`src/rtl/piezo_tone_decoder.sv`:
```
// -----------------------------------------------------------------------------
// piezo_tone_decoder
//
// Decodes the alarm tone being played on a piezo buzzer by measuring the
// period and high time of its drive waveform. Each interval between two rising
// edges is classified as NORM, BATT, OVR or BOTH, or as invalid when it matches
// none of them. LOCK_CNT consecutive intervals of the same class lock that tone
// onto the output.
//
// Ports
//   clk       in   system clock
//   rst_n     in   synchronous active-low reset
//   piezo     in   asynchronous buzzer drive waveform
//   piezo_n   in   asynchronous complementary buzzer drive
//   tone      out  [2:0] decoded tone: 0 none, 1 NORM, 2 BATT, 3 OVR, 4 BOTH
//   tone_vld  out  one-cycle pulse whenever tone changes
//   diff_err  out  sticky flag: piezo and piezo_n were not complementary
//
// Parameters
//   LOCK_CNT   consecutive matching periods needed to report a tone
//   TOL_SHIFT  match tolerance is nominal >> TOL_SHIFT
//   CNT_W      counter width; 17 gives the nominal buzzer timings. Every
//              nominal period/high value and the timeout scale with 2^CNT_W.
//
// Build option
//   PIEZO_DIFF_CHK_EN  when defined, synchronizes piezo_n and raises diff_err
//                      after 4 consecutive cycles with piezo == piezo_n.
//                      When undefined, diff_err is tied low and piezo_n is
//                      ignored.
// -----------------------------------------------------------------------------
module piezo_tone_decoder #(
    parameter int LOCK_CNT  = 4,
    parameter int TOL_SHIFT = 3,
    parameter int CNT_W     = 17
) (
    input  logic       clk,
    input  logic       rst_n,
    input  logic       piezo,
    input  logic       piezo_n,
    output logic [2:0] tone,
    output logic       tone_vld,
    output logic       diff_err
);

    localparam int MC_W = $clog2(LOCK_CNT + 1);

    localparam logic [CNT_W-1:0] CNT_MAX = {CNT_W{1'b1}};
    localparam logic [CNT_W-1:0] CNT_ONE = {{(CNT_W-1){1'b0}}, 1'b1};
    localparam logic [CNT_W:0]   M_ONE   = {{CNT_W{1'b0}}, 1'b1};
    localparam logic [MC_W-1:0]  MC_ONE  = {{(MC_W-1){1'b0}}, 1'b1};
    localparam logic [MC_W-1:0]  MC_LOCK = MC_W'(LOCK_CNT);

    // Nominal (period, high) per tone, expressed relative to 2^CNT_W.
    localparam logic [CNT_W:0] NORM_P = M_ONE << (CNT_W - 1);
    localparam logic [CNT_W:0] NORM_H = M_ONE << (CNT_W - 2);
    localparam logic [CNT_W:0] BATT_P = M_ONE << (CNT_W - 2);
    localparam logic [CNT_W:0] BATT_H = M_ONE << (CNT_W - 3);
    localparam logic [CNT_W:0] BOTH_H = (M_ONE << (CNT_W - 3)) + (M_ONE << (CNT_W - 4));
    localparam logic [CNT_W:0] OVR_P  = M_ONE << (CNT_W - 3);
    localparam logic [CNT_W:0] OVR_H  = M_ONE << (CNT_W - 4);

    localparam logic [2:0] TONE_NONE = 3'd0;
    localparam logic [2:0] TONE_NORM = 3'd1;
    localparam logic [2:0] TONE_BATT = 3'd2;
    localparam logic [2:0] TONE_OVR  = 3'd3;
    localparam logic [2:0] TONE_BOTH = 3'd4;

    typedef enum logic [1:0] {
        S_IDLE = 2'd0,
        S_ACQ  = 2'd1,
        S_LOCK = 2'd2
    } state_t;

    function automatic logic in_tol(input logic [CNT_W:0] val, input logic [CNT_W:0] nom);
        logic [CNT_W:0] tol;
        tol = nom >> TOL_SHIFT;
        return (val >= (nom - tol)) && (val <= (nom + tol));
    endfunction

    // ---------------------------------------------------------------- input sync
    logic r_piezo_m, r_piezo_s, r_piezo_d;
    logic w_rise;

    always_ff @(posedge clk) begin
        if (!rst_n) begin
            r_piezo_m <= 1'b0;
            r_piezo_s <= 1'b0;
            r_piezo_d <= 1'b0;
        end else begin
            r_piezo_m <= piezo;
            r_piezo_s <= r_piezo_m;
            r_piezo_d <= r_piezo_s;
        end
    end

    assign w_rise = r_piezo_s & ~r_piezo_d;

    // ---------------------------------------------------------------- counters
    // Both counters restart at 0 on the rise cycle, so on the next rise they
    // hold one less than the measured interval; the +1 is added at capture.
    logic [CNT_W-1:0] r_period_cnt, r_high_cnt;

    always_ff @(posedge clk) begin
        if (!rst_n) begin
            r_period_cnt <= '0;
            r_high_cnt   <= '0;
        end else if (w_rise) begin
            r_period_cnt <= '0;
            r_high_cnt   <= '0;
        end else begin
            if (r_period_cnt != CNT_MAX)
                r_period_cnt <= r_period_cnt + CNT_ONE;
            if (r_piezo_s && (r_high_cnt != CNT_MAX))
                r_high_cnt <= r_high_cnt + CNT_ONE;
        end
    end

    logic [CNT_W:0] w_meas_p, w_meas_h;
    logic [2:0]     w_cls;

    assign w_meas_p = {1'b0, r_period_cnt} + M_ONE;
    assign w_meas_h = {1'b0, r_high_cnt} + M_ONE;

    always_comb begin
        w_cls = TONE_NONE;
        if (in_tol(w_meas_p, OVR_P) && in_tol(w_meas_h, OVR_H))
            w_cls = TONE_OVR;
        else if (in_tol(w_meas_p, BATT_P) && in_tol(w_meas_h, BATT_H))
            w_cls = TONE_BATT;
        else if (in_tol(w_meas_p, BATT_P) && in_tol(w_meas_h, BOTH_H))
            w_cls = TONE_BOTH;
        else if (in_tol(w_meas_p, NORM_P) && in_tol(w_meas_h, NORM_H))
            w_cls = TONE_NORM;
    end

    // ---------------------------------------------------------------- FSM
    state_t          r_state, w_state_next;
    logic [MC_W-1:0] r_match, w_match_next, w_match_acq;
    logic [2:0]      r_class, w_class_next;
    logic            w_cls_valid, w_same, w_timeout;

    // The timeout only matters while tracking; in IDLE a saturated counter
    // must not swallow the first rise.
    assign w_timeout   = (r_period_cnt == CNT_MAX) && (r_state != S_IDLE);
    assign w_cls_valid = (w_cls != TONE_NONE);
    assign w_same      = w_cls_valid && (w_cls == r_class);
    assign w_match_acq = w_same ? (r_match + MC_ONE) : (w_cls_valid ? MC_ONE : '0);

    always_ff @(posedge clk) begin
        if (!rst_n) begin
            r_state <= S_IDLE;
            r_match <= '0;
            r_class <= TONE_NONE;
        end else begin
            r_state <= w_state_next;
            r_match <= w_match_next;
            r_class <= w_class_next;
        end
    end

    always_comb begin
        w_state_next = r_state;
        w_match_next = r_match;
        w_class_next = r_class;
        if (w_timeout) begin
            w_state_next = S_IDLE;
            w_match_next = '0;
            w_class_next = TONE_NONE;
        end else if (w_rise) begin
            case (r_state)
                S_IDLE: begin
                    w_state_next = S_ACQ;
                    w_match_next = '0;
                    w_class_next = TONE_NONE;
                end
                S_ACQ: begin
                    w_match_next = w_match_acq;
                    w_class_next = w_cls;
                    if (w_match_acq == MC_LOCK)
                        w_state_next = S_LOCK;
                end
                S_LOCK: begin
                    if (!w_same) begin
                        w_state_next = S_ACQ;
                        w_match_next = w_cls_valid ? MC_ONE : '0;
                        w_class_next = w_cls;
                    end
                end
                default: w_state_next = S_IDLE;
            endcase
        end
    end

    // Output decode: a tone is only reported on entering LOCK and withdrawn on
    // leaving it, so every tone_vld marks a real change of tone.
    logic [2:0] r_tone, w_tone_next;
    logic       r_tone_vld, w_vld_next;

    always_comb begin
        w_tone_next = r_tone;
        w_vld_next  = 1'b0;
        if ((r_state != S_LOCK) && (w_state_next == S_LOCK)) begin
            w_tone_next = w_class_next;
            w_vld_next  = 1'b1;
        end else if ((r_state == S_LOCK) && (w_state_next != S_LOCK)) begin
            w_tone_next = TONE_NONE;
            w_vld_next  = 1'b1;
        end
    end

    always_ff @(posedge clk) begin
        if (!rst_n) begin
            r_tone     <= TONE_NONE;
            r_tone_vld <= 1'b0;
        end else begin
            r_tone     <= w_tone_next;
            r_tone_vld <= w_vld_next;
        end
    end

    assign tone     = r_tone;
    assign tone_vld = r_tone_vld;

    // ---------------------------------------------------------------- diff check
`ifdef PIEZO_DIFF_CHK_EN
    logic       r_pn_m, r_pn_s;
    logic [1:0] r_eq_cnt;
    logic       r_diff_err;

    always_ff @(posedge clk) begin
        if (!rst_n) begin
            r_pn_m     <= 1'b0;
            r_pn_s     <= 1'b0;
            r_eq_cnt   <= 2'd0;
            r_diff_err <= 1'b0;
        end else begin
            r_pn_m <= piezo_n;
            r_pn_s <= r_pn_m;
            if (r_piezo_s == r_pn_s) begin
                // Fourth consecutive equal cycle latches the error.
                if (r_eq_cnt == 2'd3)
                    r_diff_err <= 1'b1;
                else
                    r_eq_cnt <= r_eq_cnt + 2'd1;
            end else begin
                r_eq_cnt <= 2'd0;
            end
        end
    end

    assign diff_err = r_diff_err;
`else
    logic w_unused_piezo_n;
    assign w_unused_piezo_n = piezo_n;
    assign diff_err         = 1'b0;
`endif

endmodule

```
`config.mk`:
```
export PLATFORM = sky130hd
export DESIGN_NAME = piezo_tone_decoder
export DESIGN_NICKNAME = d
export VERILOG_FILES = /design/src/rtl/piezo_tone_decoder.sv
export SDC_FILE = /design/constraint.sdc
export NUM_CORES = 1
export LEC_CHECK = 0
export BUFFER_PORTS_ARGS = -buffer_cell sky130_fd_sc_hd__buf_2
export CORE_MARGIN = 3
export CORE_UTILIZATION = 30
export CTS_BUF_LIST = sky130_fd_sc_hd__clkbuf_8
export DETAILED_ROUTE_END_ITERATION = 16
export SETUP_SLACK_MARGIN = 0.3
export SYNTH_ARGS = -nofsm -noshare
export SYNTH_HDL_FRONTEND = slang
export SYNTH_SLANG_ARGS = --single-unit
```
`constraint.sdc`:
```
create_clock -name clk -period 4.15 [get_ports clk]
set_input_delay 0.2075 -clock clk [delete_from_list [all_inputs] [get_ports clk]]
set_output_delay 0.2075 -clock clk [all_outputs]
set_load 0.02 [all_outputs]
```
* Word-level counts from Yosys, hierarchy flattened
Cells that the tools add are included.
** Storage, ports and cells
- Bits in registers :: 49
- Bits of input ports :: 4
- Output and inout port bits :: 5
** Operators by class
- Add/subtract/negate cells :: 5
- $lt $le $gt $ge :: 14
- Eq/ne operators :: 11
- Mux-type cells :: 21
- Bitwise logic cells :: 3
- Reductions and logical operators :: 24
** Operator list (count)
- $ge A18 B15 Y1 const B :: 3
- $le A18 B15 Y1 const B :: 3
- $add A17 B1 Y18 const B :: 2
- $ge A18 B14 Y1 const B :: 2
- $le A18 B16 Y1 const B :: 2
- $add A17 B1 Y17 const B :: 2
- $ne A17 B17 Y1 const B :: 2
- $mux W3 :: 10
- $ge A18 B13 Y1 const B :: 1
- $ge A18 B16 Y1 const B :: 1
- $le A18 B14 Y1 const B :: 1
- $le A18 B17 Y1 const B :: 1
- $pmux W3 S3 :: 2
- $eq A17 B17 Y1 const B :: 1
- $logic_and A1 B1 Y1 :: 16
- $mux W2 :: 4
- $ne A2 B2 Y1 const B :: 3
- $pmux W2 S3 :: 1
- $reduce_bool A3 Y1 :: 2
- $eq A2 B2 Y1 const B :: 2
- $mux W1 :: 4
- $reduce_bool A2 Y1 :: 2
- $reduce_or A2 Y1 :: 2
- $add A3 B1 Y3 const B :: 1
- other kinds (7) :: 8

* Depth between registers and ports, before layout
- Word-level depth :: 20
- Gate-level depth with buffers :: 17
- Mapped depth without buffers :: 16

* Worst setup path after synthesis
OpenSTA, ideal clock, no wires.
- Kind :: flip-flop to flip-flop
- Start point :: reg r_period_cnt[0]
- End point :: reg r_tone[2] (netlist: tone[2])
- Data arrival time :: 3826 ps
- Required time :: 4090 ps
- Slack :: 263 ps
- Stages on the path, launching flop included :: 15
- Cell sequence :: dfxtp_1 ha_1 buf_2 and4_1 nand4_1 xor2_1 or4_1 a211o_1 and3_4 or3_1 a221o_1 a211oi_2 ha_1 nor2b_1 a32o_1
** Between the ends
- Longest elaborated chain between the ends :: 19
** RTL lines
- from (decl) :: RTL line 101 : logic [CNT_W-1:0] r_period_cnt, r_high_cnt;
- from (signal assigned) :: RTL line 112 : r_period_cnt <= r_period_cnt + CNT_ONE;
- $add A17 B1 Y18 :: RTL line 121 : assign w_meas_p = {1'b0, r_period_cnt} + M_ONE;
- $ge A18 B16 Y1 or $le A18 B17 Y1 (tied branches) :: RTL line 77 : return (val >= (nom - tol)) && (val <= (nom + tol));
- $logic_and A1 B1 Y1 :: RTL line 77
- $logic_and A1 B1 Y1 :: RTL line 132 : else if (in_tol(w_meas_p, NORM_P) && in_tol(w_meas_h, NORM_H))
- $mux W1 :: RTL line 132
- $mux W3 :: RTL line 130 : else if (in_tol(w_meas_p, BATT_P) && in_tol(w_meas_h, BOTH_H))
- $mux W3 :: RTL line 128 : else if (in_tol(w_meas_p, BATT_P) && in_tol(w_meas_h, BATT_H))
- $mux W3 :: RTL line 126 : if (in_tol(w_meas_p, OVR_P) && in_tol(w_meas_h, OVR_H))
- [3 not listed]
- $eq A3 B3 Y1 :: RTL line 179 : if (w_match_acq == MC_LOCK)
- $mux W2 :: RTL line 179
- $pmux W2 S3 :: RTL line 170 : case (r_state)
- $mux W2 :: RTL line 169 : end else if (w_rise) begin
- $mux W2 :: RTL line 165 : if (w_timeout) begin
- $eq A2 B2 Y1 or $ne A2 B2 Y1 (tied branches) :: RTL line 202, 205
- $logic_and A1 B1 Y1, on equally long branches :: RTL line 202, 205
- $mux W3 or $reduce_bool A2 Y1 (tied branches)
- to (signal assigned) :: RTL line 216 : r_tone <= w_tone_next;
- to (decl) :: RTL line 196 : logic [2:0] r_tone, w_tone_next;
Parallel ways exist; a longest one is shown, timed or not.
A chain may end at the register's enable or synchronous reset.

* Worst setup path in the final report
- Start point :: reg r_period_cnt[0]
- End point :: reg r_tone[0] (netlist: tone[0])
Same word-level chain as after synthesis.

==> metrics.yaml <==
p_total_mw: 0.850
pin_count: 9
worst_pin_slew_ps: 552
dr.pass1.iters: 7
min_path_type: "in -> reg"
ir_drop_mv: 0.155
status: "completed"
cp_cell_sequence: "ha_4, nand4_4, buf_6, nor3_4, and4b_1, o21ai_0, a211o_1, a211o_1, and3_4, or3_4, a221o_1, a211oi_2, ha_4, a32o_1"
clock_path_buffers: 2
final.setup.tns_ps: 0
grt_max_degree: 35
holdBufCountCts: 0
postLayoutCoreUtil: 0.396
maxCapViolCount: 0
clock.fmax_mhz: 262
dp.cells: 647
dr_total_vias: 3588
hold_viol: 0
crit_type: "reg -> reg"
place_congestion: 0.894
die_h_um: 117
min_period_ps: 3820
antenna_cells: 0
antenna_found_initial: 0
postSynthAreaPerCell_um2: 7.96
yosys-top-cells-count: "dfxtp_1, nor2_1, nand2_1"
synth_top_family_by_area: "simple AND/OR/NAND/NOR gates"
grt.total_usage: 0.145
synth_top_area_share: 0.265
seq_area_um2: 1020
end_kind: "flip-flop"
synthMuxAreaShare: 0.0223
syn-num-nets: 481
ant_nets: 0
synth.cell_area_um2: 3700
multi_input_area_um2: 2880
synthSimpleGateAreaFrac: 0.346
cts_buffers: 5
dp_hpwl_um: 6760
place.port_buffers: 6
yosysTopAreaCell: "dfxtp_1"
die_area_um2: 13700
start_util: 0.315
routed_wl_um: 9660
grt_pass1_vias: 3407
n_fill_cell: 1176
syn_inst: 465
finalClockSkew_ps: 10.2
critPathRequiredTime_ps: 4360
critPathLaunchType: "flip-flop"
yosysWarnings: 0
cpLargestDelayFamily: "compound AO/OA/AOI/OAI gates"
finalCritPeriodShare: 0.920
synth_compound_area_frac: 0.180
async_flop_share: 0
drive_gt1_frac: 0.308
synth_ff_type: "dfxtp_1"
grt-ovfl-total: 0
slew_viol_final: 0
yosys.cell_types.count: 68
clock_sinks: 49
whs_ps: 98.5
synth-edff-count: 0
drc: 0
cts_tree: "built"
ys_top_cells_by_area: "dfxtp_1, xor2_1, nor2_1"
routed_via_density: 5.38
clk_pin_slew_ps: 90
drtIter0Drc: 262
die_w_um: 117
p_per_area_nw_per_um2: 182
grt_pass1_wl_um: 16300
setup_violations: 0
htree_levels: 2
slowest_stage: "dfxtp_2"
clock-root-buffer: "clkbuf_8"
fin_nets: 518
avgRoutedWirePerCell_um: 14.5
power.leakage_nw: 1.66
areaGrowthSynthToFinish_pct: 25.9
cp_num_buf_inv: 1
synth_seq_cells: 49
synth_fa_ha_area_frac: 0.0406
num_rows: 39
rsz0062_at_grt: "yes"
synthXorXnorAreaFrac: 0.0990
ys_seq_area_frac: 0.265
path_max_fanout: 5
core-area_um2: 11800
relSlewSlack: 0.628
cp.arrival_ps: 4030
fin_cells: 667
insertion_delay_ps: 310
critPathMaxStageDelay_ps: 380
-- registers in the layout, indices dropped and copies added, names as in the netlist --
register,flops
r_state,2
r_period_cnt,17
r_piezo_d,1
r_class,3
r_piezo_s,1
r_match,3
tone,3
r_high_cnt,17
r_piezo_m,1
tone_vld,1
-- final timing paths --
| check | to | slack (ps) | depth (start not counted) | startpoint |
|---|---|---|---|---|
| max | tone[0]$_SDFFE_PN0P_ | 330 | 14 | r_period_cnt[0]$_SDFFE_PP0P_ |
| min | r_piezo_m$_SDFF_PN0_ | 100 | 2 | piezo |
| max reg2reg | tone[0]$_SDFFE_PN0P_ | 330 | 14 | r_period_cnt[0]$_SDFFE_PP0P_ |
| min reg2reg | r_piezo_s$_SDFF_PN0_ | 440 | 1 | r_piezo_m$_SDFF_PN0_ |
-- layout by cell type, fill, tap and decap left out, types with 3 or more instances in the layout --
master     n
and2_1     6
ha_4       4
o31ai_1    4
nand2_1   32
nor4_4     4
and4_4     3
ha_1       8
nor3_2     5
inv_1     11
nand2b_1   6
buf_2      6
a211oi_1   3
nand4_4    3
nor2b_1   10
nor4_1     5
a211o_1    5
or3_4      3
a21oi_1   18
o21ai_0   18
dfxtp_4    6
dfxtp_2   15
nand3_1   18
a32oi_1    4
o21ai_1    4
xnor2_1   15
a32o_1     3
or3_1     10
xor2_1    23
and4_1     4
buf_4     47
nor3_1    20
clkbuf_8   5
mux2i_1    6
dfxtp_1   28
nand4_1   13
a211oi_2   4
nor2_1    49
nor4_2     4
and3_1     5
-- where the power goes --
part           internal, mW  total [mW]  switching, mW
Combinational        0.0326      0.0837         0.0511
Clock                 0.118       0.286          0.168
Sequential            0.473       0.481        0.00821
Total                 0.623       0.850          0.227
-- cells by family after synthesis --
logic type | count (synthesis)
muxes | 8
adders and majority gates | 12
DFF | 49
AOI/OAI and AO/OA | 95
buffers and inverters | 37
xor gates and xnor gates | 41
and+or+nand+nor | 222
other | 1
-- repair_timing --
action,in CTS,in global routing
resized for setup,53,33
endpoints found under the setup margin,4,4
hold endpoints to repair,0,0
pin swaps,11,22
buffers inserted,5,7
-- per-layer routing --
| layer | vias up | wire (um) | GRT usage |
|---|---|---|---|
| met5 | - | 0 | 0 |
| met4 | 0 | 113 | 0.0405 |
| met3 | 8 | 321 | 0.0267 |
| met2 | 78 | 4550 | 0.236 |
| met1 | 1729 | 4680 | 0.197 |
| li1 | 1773 | - | - |
-- cell type report --
cell class                 count  share of cell area
clock buffer                   5              0.0148
clock inverter                 3             0.00376
inverter                      11             0.00886
multi-input combinational    379               0.618
sequential                    49               0.219
tap                          164              0.0440
timing repair buffer          56              0.0913
-- per-stage QoR --
step / cell area (um2) / setup WS (ps)
after floorplan: 3710 / 302
after global placement: 4100 / 87.5
after detailed placement: 4100 / 22.3
after CTS: 4450 / 304
after global routing: 4660 / 184
final: 4660 / 331
No activity file was read; power rests on OpenSTA's default activity.
